$ cat src/rtl/timebase_pkg.sv
// Shared definitions for the digital-clock timebase: mode encodings,
// default divisors and a counter-width helper.
package timebase_pkg;

   typedef enum logic [1:0] {
      MODE_IDLE  = 2'b00,
      MODE_RUN   = 2'b01,
      MODE_PAUSE = 2'b10,
      MODE_SET   = 2'b11
   } mode_e;

   localparam int unsigned BASE_DIV_DEF    = 500000;
   localparam int unsigned SCAN_DIV_DEF    = 62500;
   localparam int unsigned BLINK_TICKS_DEF = 25;
   localparam int unsigned REP_DELAY_DEF   = 50;
   localparam int unsigned REP_PERIOD_DEF  = 10;
   localparam int unsigned HUND_MOD        = 100;

   // A modulus of 1 still needs a one-bit register.
   function automatic int unsigned cnt_width(input int unsigned modulus);
      return (modulus > 1) ? $clog2(modulus) : 1;
   endfunction

   // set_req outranks pause_req, which outranks run_req.
   function automatic mode_e next_mode(input mode_e cur, input logic run_req,
                                       input logic pause_req, input logic set_req);
      next_mode = cur;
      unique case (cur)
         MODE_IDLE:  if (set_req) next_mode = MODE_SET;
                     else if (run_req) next_mode = MODE_RUN;
         MODE_RUN:   if (set_req) next_mode = MODE_SET;
                     else if (pause_req) next_mode = MODE_PAUSE;
         MODE_PAUSE: if (set_req) next_mode = MODE_SET;
                     else if (run_req) next_mode = MODE_RUN;
         MODE_SET:   if (set_req || run_req) next_mode = MODE_RUN;
         default:    next_mode = MODE_IDLE;
      endcase
   endfunction

endpackage

$ cat src/rtl/tick_gen.sv
// Free-running modulo-N prescaler; pulse is high for the one cycle
// following the cycle in which the count sits at N-1.
module tick_gen
   import timebase_pkg::*;
#(
   parameter int unsigned N = 10
) (
   input  logic clk,
   input  logic rst,
   output logic pulse
);

   localparam int unsigned W = cnt_width(N);
   localparam logic [W-1:0] LAST = W'(N - 1);

   logic [W-1:0] cnt_q, cnt_d;
   logic         pulse_q, pulse_d;

   always_comb begin
      cnt_d   = (cnt_q == LAST) ? '0 : cnt_q + W'(1);
      pulse_d = (cnt_q == LAST);
   end

   always_ff @(posedge clk) begin
      if (rst) begin
         cnt_q   <= '0;
         pulse_q <= 1'b0;
      end else begin
         cnt_q   <= cnt_d;
         pulse_q <= pulse_d;
      end
   end

   assign pulse = pulse_q;

endmodule

$ cat src/rtl/timebase_ctrl.sv
// Timebase controller: prescaled enables, run/pause/set mode sequencing,
// hundredths count, blink level and adjust pulses with auto-repeat.
module timebase_ctrl
   import timebase_pkg::*;
#(
   parameter int unsigned BASE_DIV    = BASE_DIV_DEF,
   parameter int unsigned SCAN_DIV    = SCAN_DIV_DEF,
   parameter int unsigned BLINK_TICKS = BLINK_TICKS_DEF,
   parameter int unsigned REP_DELAY   = REP_DELAY_DEF,
   parameter int unsigned REP_PERIOD  = REP_PERIOD_DEF
) (
   input  logic       clk_50M,
   input  logic       cr,
   input  logic       run_req,
   input  logic       pause_req,
   input  logic       set_req,
   input  logic       adj_req,
   input  logic       adj_hold,
   output logic       tick_100hz,
   output logic       scan_en,
   output logic       sec_en,
   output logic       adj_pulse,
   output logic       blink,
   output logic [6:0] hund,
   output logic [1:0] mode
);

   localparam int unsigned BW = cnt_width(BLINK_TICKS);
   localparam int unsigned DW = cnt_width(REP_DELAY);
   localparam int unsigned PW = cnt_width(REP_PERIOD);
   localparam logic [BW-1:0] BLINK_LAST = BW'(BLINK_TICKS - 1);
   localparam logic [DW-1:0] DLY_LAST   = DW'(REP_DELAY - 1);
   localparam logic [PW-1:0] PER_LAST   = PW'(REP_PERIOD - 1);
   localparam logic [6:0]    HUND_LAST  = 7'(HUND_MOD - 1);

   mode_e         mode_q, mode_d;
   logic [6:0]    hund_q, hund_d;
   logic          sec_en_q, sec_en_d;
   logic          blink_q, blink_d;
   logic [BW-1:0] bcnt_q, bcnt_d;
   logic          rep_act_q, rep_act_d;
   logic [DW-1:0] rep_dly_q, rep_dly_d;
   logic [PW-1:0] rep_per_q, rep_per_d;
   logic          adj_pulse_q, adj_pulse_d;
   logic          rep_fire;
   logic          set_entry;

   tick_gen #(.N(BASE_DIV)) u_base_tick (.clk(clk_50M), .rst(cr), .pulse(tick_100hz));
   tick_gen #(.N(SCAN_DIV)) u_scan_tick (.clk(clk_50M), .rst(cr), .pulse(scan_en));

   always_comb begin
      mode_d    = next_mode(mode_q, run_req, pause_req, set_req);
      set_entry = (mode_d == MODE_SET) && (mode_q != MODE_SET);

      // The tick is judged on the current mode, so a tick that coincides
      // with a RUN-exit request is still counted.
      hund_d   = hund_q;
      sec_en_d = (mode_q == MODE_RUN) && tick_100hz && (hund_q == HUND_LAST);
      if (mode_d == MODE_SET)
         hund_d = '0;
      else if ((mode_q == MODE_RUN) && tick_100hz)
         hund_d = (hund_q == HUND_LAST) ? '0 : hund_q + 7'd1;

      blink_d = blink_q;
      bcnt_d  = bcnt_q;
      if (set_entry) begin
         blink_d = 1'b1;
         bcnt_d  = '0;
      end else if (tick_100hz) begin
         if (bcnt_q == BLINK_LAST) begin
            bcnt_d  = '0;
            blink_d = ~blink_q;
         end else begin
            bcnt_d = bcnt_q + BW'(1);
         end
      end

      // Delay phase counts to REP_DELAY, then the period phase takes over.
      rep_fire  = 1'b0;
      rep_act_d = rep_act_q;
      rep_dly_d = rep_dly_q;
      rep_per_d = rep_per_q;
      if (!adj_hold || (mode_q != MODE_SET)) begin
         rep_act_d = 1'b0;
         rep_dly_d = '0;
         rep_per_d = '0;
      end else if (tick_100hz) begin
         if (!rep_act_q) begin
            if (rep_dly_q == DLY_LAST) begin
               rep_fire  = 1'b1;
               rep_act_d = 1'b1;
               rep_dly_d = '0;
            end else begin
               rep_dly_d = rep_dly_q + DW'(1);
            end
         end else if (rep_per_q == PER_LAST) begin
            rep_fire  = 1'b1;
            rep_per_d = '0;
         end else begin
            rep_per_d = rep_per_q + PW'(1);
         end
      end
      adj_pulse_d = (mode_q == MODE_SET) && (adj_req || rep_fire);
   end

   always_ff @(posedge clk_50M) begin
      if (cr) begin
         mode_q      <= MODE_IDLE;
         hund_q      <= '0;
         sec_en_q    <= 1'b0;
         blink_q     <= 1'b0;
         bcnt_q      <= '0;
         rep_act_q   <= 1'b0;
         rep_dly_q   <= '0;
         rep_per_q   <= '0;
         adj_pulse_q <= 1'b0;
      end else begin
         mode_q      <= mode_d;
         hund_q      <= hund_d;
         sec_en_q    <= sec_en_d;
         blink_q     <= blink_d;
         bcnt_q      <= bcnt_d;
         rep_act_q   <= rep_act_d;
         rep_dly_q   <= rep_dly_d;
         rep_per_q   <= rep_per_d;
         adj_pulse_q <= adj_pulse_d;
      end
   end

   assign sec_en    = sec_en_q;
   assign adj_pulse = adj_pulse_q;
   assign blink     = blink_q;
   assign hund      = hund_q;
   assign mode      = mode_q;

endmodule

$ cat config.mk
export PLATFORM = sky130hd
export DESIGN_NAME = timebase_ctrl
export DESIGN_NICKNAME = d
export VERILOG_FILES = /design/src/rtl/timebase_pkg.sv /design/src/rtl/tick_gen.sv /design/src/rtl/timebase_ctrl.sv
export SDC_FILE = /design/constraint.sdc
export NUM_CORES = 1
export LEC_CHECK = 0
export CAP_MARGIN = 20
export CELL_PAD_IN_SITES_DETAIL_PLACEMENT = 1
export CELL_PAD_IN_SITES_GLOBAL_PLACEMENT = 1
export CORE_ASPECT_RATIO = 1.1
export CORE_UTILIZATION = 40
export CTS_BUF_LIST = sky130_fd_sc_hd__clkbuf_16
export CTS_CLUSTER_DIAMETER = 100
export DETAILED_ROUTE_END_ITERATION = 10
export PLACE_DENSITY = 0.77
export SLEW_MARGIN = 20
export SYNTH_ARGS = -nofsm -noshare
export SYNTH_HDL_FRONTEND = slang
export SYNTH_SLANG_ARGS = --single-unit
export TNS_END_PERCENT = 30
$ cat constraint.sdc
create_clock -name clk_50M -period 1.7 [get_ports clk_50M]
set_clock_uncertainty 0.05 [all_clocks]
set_input_delay 0.34 -clock clk_50M [delete_from_list [all_inputs] [get_ports clk_50M]]
set_output_delay 0.34 -clock clk_50M [all_outputs]
set_load 0.005 [all_outputs]
Word-level counts from Yosys, hierarchy flattened

Cells that the tools add are included.

Input bits: 7
Logic and storage cells: 71
Register bits: 65

Muxes and demuxes: 19
$add $sub $neg: 6
Bitwise operators: 2
Reductions and logical operators: 20
Eq/ne operators: 11

Operator list:

| cell                    | count |
|---|---|
| $add A19 B1 Y19 const B | 1 |
| $eq A19 B19 Y1 const B  | 1 |
| $add A16 B1 Y16 const B | 1 |
| $eq A16 B16 Y1 const B  | 1 |
| $reduce_or A2 Y1        | 6 |
| $mux W2                 | 5 |
| $mux W1                 | 9 |
| $add A7 B1 Y7 const B   | 1 |
| $eq A7 B7 Y1 const B    | 1 |
| $mux W7                 | 1 |
| $add A6 B1 Y6 const B   | 1 |
| $eq A2 B2 Y1 const B    | 3 |
| $eq A6 B6 Y1 const B    | 1 |
| $mux W6                 | 1 |
| $pmux W2 S3             | 1 |
| $reduce_and A2 Y1       | 3 |
| $add A5 B1 Y5 const B   | 1 |
| $eq A5 B5 Y1 const B    | 1 |
| $mux W5                 | 1 |
| $add A4 B1 Y4 const B   | 1 |
| $eq A4 B4 Y1 const B    | 1 |
| $logic_and A1 B1 Y1     | 4 |
| $mux W4                 | 1 |
| $reduce_bool A2 Y1      | 2 |
| other kinds (6)         | 9 |

Depth between registers and ports, before layout

Word-level depth: 7
Depth in mapped cells: 6
Gate-level depth less buffers: 6

Modules after synthesis

Synthesis repeated with hierarchy kept, for this count alone.

Cells, all modules: 339
Area total of the unflattened synthesis: 3,056.7 sq um

By module, submodules not included:

| module                 | area an instance (sq um) | instances | cells each |
|---|---|---|---|
| timebase_ctrl          | 1,332.5                  | 1         | 156 |
| tick_gen (u_base_tick) | 920.9                    | 1         | 100 |
| tick_gen (u_scan_tick) | 803.3                    | 1         | 83 |

Least setup slack after synthesis

No wires, ideal clock.

Path kind: reg2reg
Start point: reg u_base_tick.cnt_q[0]
End point: reg u_base_tick.cnt_q[13]
Cell stages (with the launch flop): 7
Slack: 81 ps
Clock period less this slack: 1,619 ps
Setup time: 115 ps
Data arrival time: 1,454 ps
Path through: dfxtp_1 > ha_1 > and4_1 > nand2_1 > o31ai_4 > buf_6 > nor2_1

Word-level cells in the longest chain between the ends: 2
Elaborated cells on any way between the ends: 3

Ends and longest elaborated chain:

| element                                                                 | RTL line       | text |
|---|---|---|
| start: declaration                                                      | tick_gen.sv:16 | `logic [W-1:0] cnt_q, cnt_d;` |
| start signal: assignment                                                | tick_gen.sv:29 | `cnt_q <= cnt_d;` |
| parallel branches: the longest is 2 deep, another holds $add A19 B1 Y19 | n/a            |  |

Parallel ways; which one is timed is not known.
A chain may end at the register's enable or synchronous reset.

Worst setup path in the final report

Start point: reg hund_q[5], in the netlist hund[5]
End point: out hund[5]

RTL lines:

| element                  | RTL line             | text |
|---|---|---|
| start: declaration       | timebase_ctrl.sv:37  | `logic [6:0] hund_q, hund_d;` |
| start signal: assignment | timebase_ctrl.sv:119 | `hund_q <= hund_d;` |
| end: declaration         | timebase_ctrl.sv:24  | `output logic [6:0] hund,` |

No word-level cell between the ends.

==> results.py <==
metrics = {
    "sta": {
        "grt_setup_unrepaired": "no",
        "finalMaxSlewViolations": 0,
        "post-route-min-period_ns": 1.65,
        "tightest_slew_ns": 0.696,
        "setup_violations": 0,
        "slew_headroom_pct": 52.9,
        "finalHoldViolations": 0,
        "fmax_mhz": 604,
        "fin_crit_sh_pct": 97.3,
    },
    "run_status": {
        "status": "completed",
    },
    "synthesis": {
        "yosysSeqAreaShare_pct": 44.5,
        "ys_warn_count": 0,
        "netlist_area_um2": 2920,
        "async_reset_ff_share_pct": 0,
        "synthCells": 330,
        "synth_nets": 344,
        "synth_ff_type": "dfxtp_1",
        "synth-edff-count": 0,
        "ys_ff_latch": 65,
        "synth_cell_types": 41,
        "syn_area_per_cell_um2": 8.86,
    },
    "cts": {
        "cts_sinks": 65,
        "root_buffer": "clkbuf_16",
        "worstSkewPairLatency_ns": 0.33,
        "cts_setup_buffers": 0,
        "path_clk_slew_ns": 0.05,
        "cts_made_buffers": 9,
        "htreeDepth": 3,
        "clockBufferDepth": 2,
        "cts_tree": "done",
    },
    "floorplan": {
        "pin_count": 21,
        "rows": 32,
        "die-area_um2": 7650,
        "die_y_um": 91.7,
        "die_w_um": 83.5,
        "core_um2": 7050,
        "initial_utilization_pct": 41.5,
    },
    "setup_path": {
        "crit_type": "reg -> out",
        "reg2reg_slack_ns": 0.10,
        "crit_path_start_kind": "register",
        "cp.arrival_ns": 1.26,
        "critPathMaxStageDelay_ns": 0.54,
        "end_kind": "output pin",
        "crit_path_cell_trace": "clkdlybuf4s50_1",
        "path_max_fanout": 5,
        "reg2reg_to": "u_base_tick.cnt_q[17]",
        "r2r_cells": 4,
        "cpLargestDelayFamily": "buffers and inverters",
        "crit_required_ns": 1.31,
        "crit_path_top_delay_cell": "clkdlybuf4s50_1",
        "path_buf_inv": 1,
        "timing.rr.start": "u_base_tick.cnt_q[6]",
    },
    "grt": {
        "grt_max_degree": 18,
        "antenna_found_initial": 0,
        "grt-ovfl-total": 0,
        "grt_pass1_wl_mm": 12.0,
        "grt_use_total_pct": 19.7,
        "first_global_vias": 2701,
    },
    "detailed_routing": {
        "wl_per_cell_um": 14.6,
        "antenna_left": 0,
        "drt_iter0_drc": 29,
        "vias": 2475,
        "routed_via_density": 5.24,
        "drc": 0,
        "dr.pass1.iters": 4,
        "route.final.wire_length_mm": 6.90,
    },
    "job": {
        "maxCapViolCount": 0,
    },
    "hold_path": {
        "hold_end": "rep_dly_q[1]",
        "worst_hold_startpoint": "rep_dly_q[1]",
        "hold_path.class": "reg -> reg",
        "hold_depth": 2,
    },
    "pwr": {
        "power_density_nw_per_um2": 891,
        "p_leak_nw": 1.30,
        "power_w": 0.00330,
        "ir_drop_v": 0.000615,
    },
    "placement": {
        "dp_hpwl_mm": 4.90,
        "io_buffers": 20,
        "place_congestion": 0.753,
        "place_area_um2": 3430,
    },
    "cells_and_area": {
        "drive_above_1_share_pct": 13.4,
        "layout.nets": 396,
        "diodes": 0,
        "syn_to_final_growth_pct": 26.6,
        "final_area_um2": 3700,
    },
}
-- cell type report --
type | instances | area [um^2]
Fill cell | 822 | 3350
Multi-Input combinational cell | 247 | 1550
Sequential cell | 65 | 1310
Timing Repair Buffer | 48 | 435
Clock buffer | 9 | 225
Tap cell | 85 | 106
Inverter | 11 | 41.3
Clock inverter | 7 | 31.3
-- what timing repair did --
action / 4_1_cts / 5_1_grt
endpoints found under the setup margin: 7 / 18
pin swaps: 0 / 2
hold buffers: 0 / 0
resized for setup: 3 / 6
-- sequential cells by signal, indices dropped and copies added, names as in the netlist, 2 cells and up --
name and count:
hund 7, u_base_tick.cnt_q 19, u_scan_tick.cnt_q 16, bcnt_q 5, mode 2, rep_dly_q 6, rep_per_q 4
-- cells in the mapped netlist, drive strengths merged (2+ instances only) --
cell	number	area, um^2
ha	7	87.6
and4	2	17.5
nor2	59	221
nand3b	3	22.5
xnor2	22	193
nand4	22	144
nand4b	3	26.3
nor4bb	2	20.0
nor4	9	68.8
nor4b	4	41.3
nor3	10	50.1
buf	5	31.3
o21ai	4	20.0
nand3	12	60.1
nand2	24	90.1
mux2i	2	20.0
a21oi	15	75.1
nor2b	5	31.3
o31ai	2	28.8
or3	2	12.5
and3	6	37.5
dfxtp	65	1300
inv	11	41.3
xor2	22	193
clkbuf	2	7.51
-- layer usage --
layer	vias up	share of wire, %	GRT usage [%]
met5	-	0	0
met4	0	2.5	11.0
met3	13	2.0	3.33
met2	16	52	37.0
met1	1191	43	20.7
li1	1255	-	-
-- cell usage in the layout, fill, tap and decap left out, types with 4 or more instances in the layout --
master | Yosys | final
nand3_1 | 12 | 12
and3_1 | 6 | 6
nor3_1 | 10 | 10
dfxtp_2 | 0 | 4
nor2b_1 | 5 | 5
clkbuf_16 | 0 | 9
inv_1 | 11 | 14
nand4_1 | 21 | 21
clkdlybuf4s50_1 | 0 | 20
a21oi_1 | 15 | 15
dfxtp_1 | 65 | 60
ha_1 | 7 | 6
xor2_1 | 22 | 22
nor2_1 | 59 | 59
nand2_1 | 24 | 24
nor4_1 | 7 | 6
buf_4 | 0 | 26
xnor2_1 | 22 | 22
-- kinds of logic (layout without fill, tap and decap cells) --
| kind of cell | Yosys count | in the layout | share of synthesized area [%] |
|---|---|---|---|
| compound gates | 26 | 26 | 5.61 |
| xor+xnor | 44 | 44 | 13.2 |
| fa+ha+maj | 7 | 7 | 3.00 |
| buf+inv | 18 | 75 | 2.74 |
| flops | 65 | 65 | 44.5 |
| mux | 2 | 2 | 0.685 |
| simple gates | 168 | 168 | 30.3 |
-- worst max path at each step --
stage | start | endpoint | depth (start not counted)
final | hund[5] | hund[5] | 1
after global routing | hund[5] | hund[5] | 1
after CTS | mode[1] | mode[1] | 1
after detailed placement | run_req | hund[3] | 3
after global placement | run_req | hund[0] | 3
after floorplan | u_base_tick.cnt_q[0] | u_base_tick.cnt_q[13] | 6
-- where the power goes --
group	leakage (nW)	total (W)	internal (W)	switching [W]
Clock	0.134	0.00159	0.000955	0.000635
Sequential	0.528	0.00156	0.00154	0.0000189
Combinational	0.635	0.000143	0.0000767	0.0000668
Total	1.30	0.00330	0.00257	0.000721
-- stage by stage --
step                      setup slack [ns]  cells  utilization [%]  setup TNS (ns)  hold WS [ns]
after global placement              -0.301    456             48.6           -1.48         0.418
after detailed placement            -0.369    456             48.6           -1.93         0.431
after floorplan                     0.0811    330                -               0         0.368
final                               0.0454    472             52.5               0         0.435
after CTS                         0.000151    472             52.3               0         0.439
after global routing               0.00970    472             52.5               0         0.473
No activity file was read; power rests on OpenSTA's default activity.
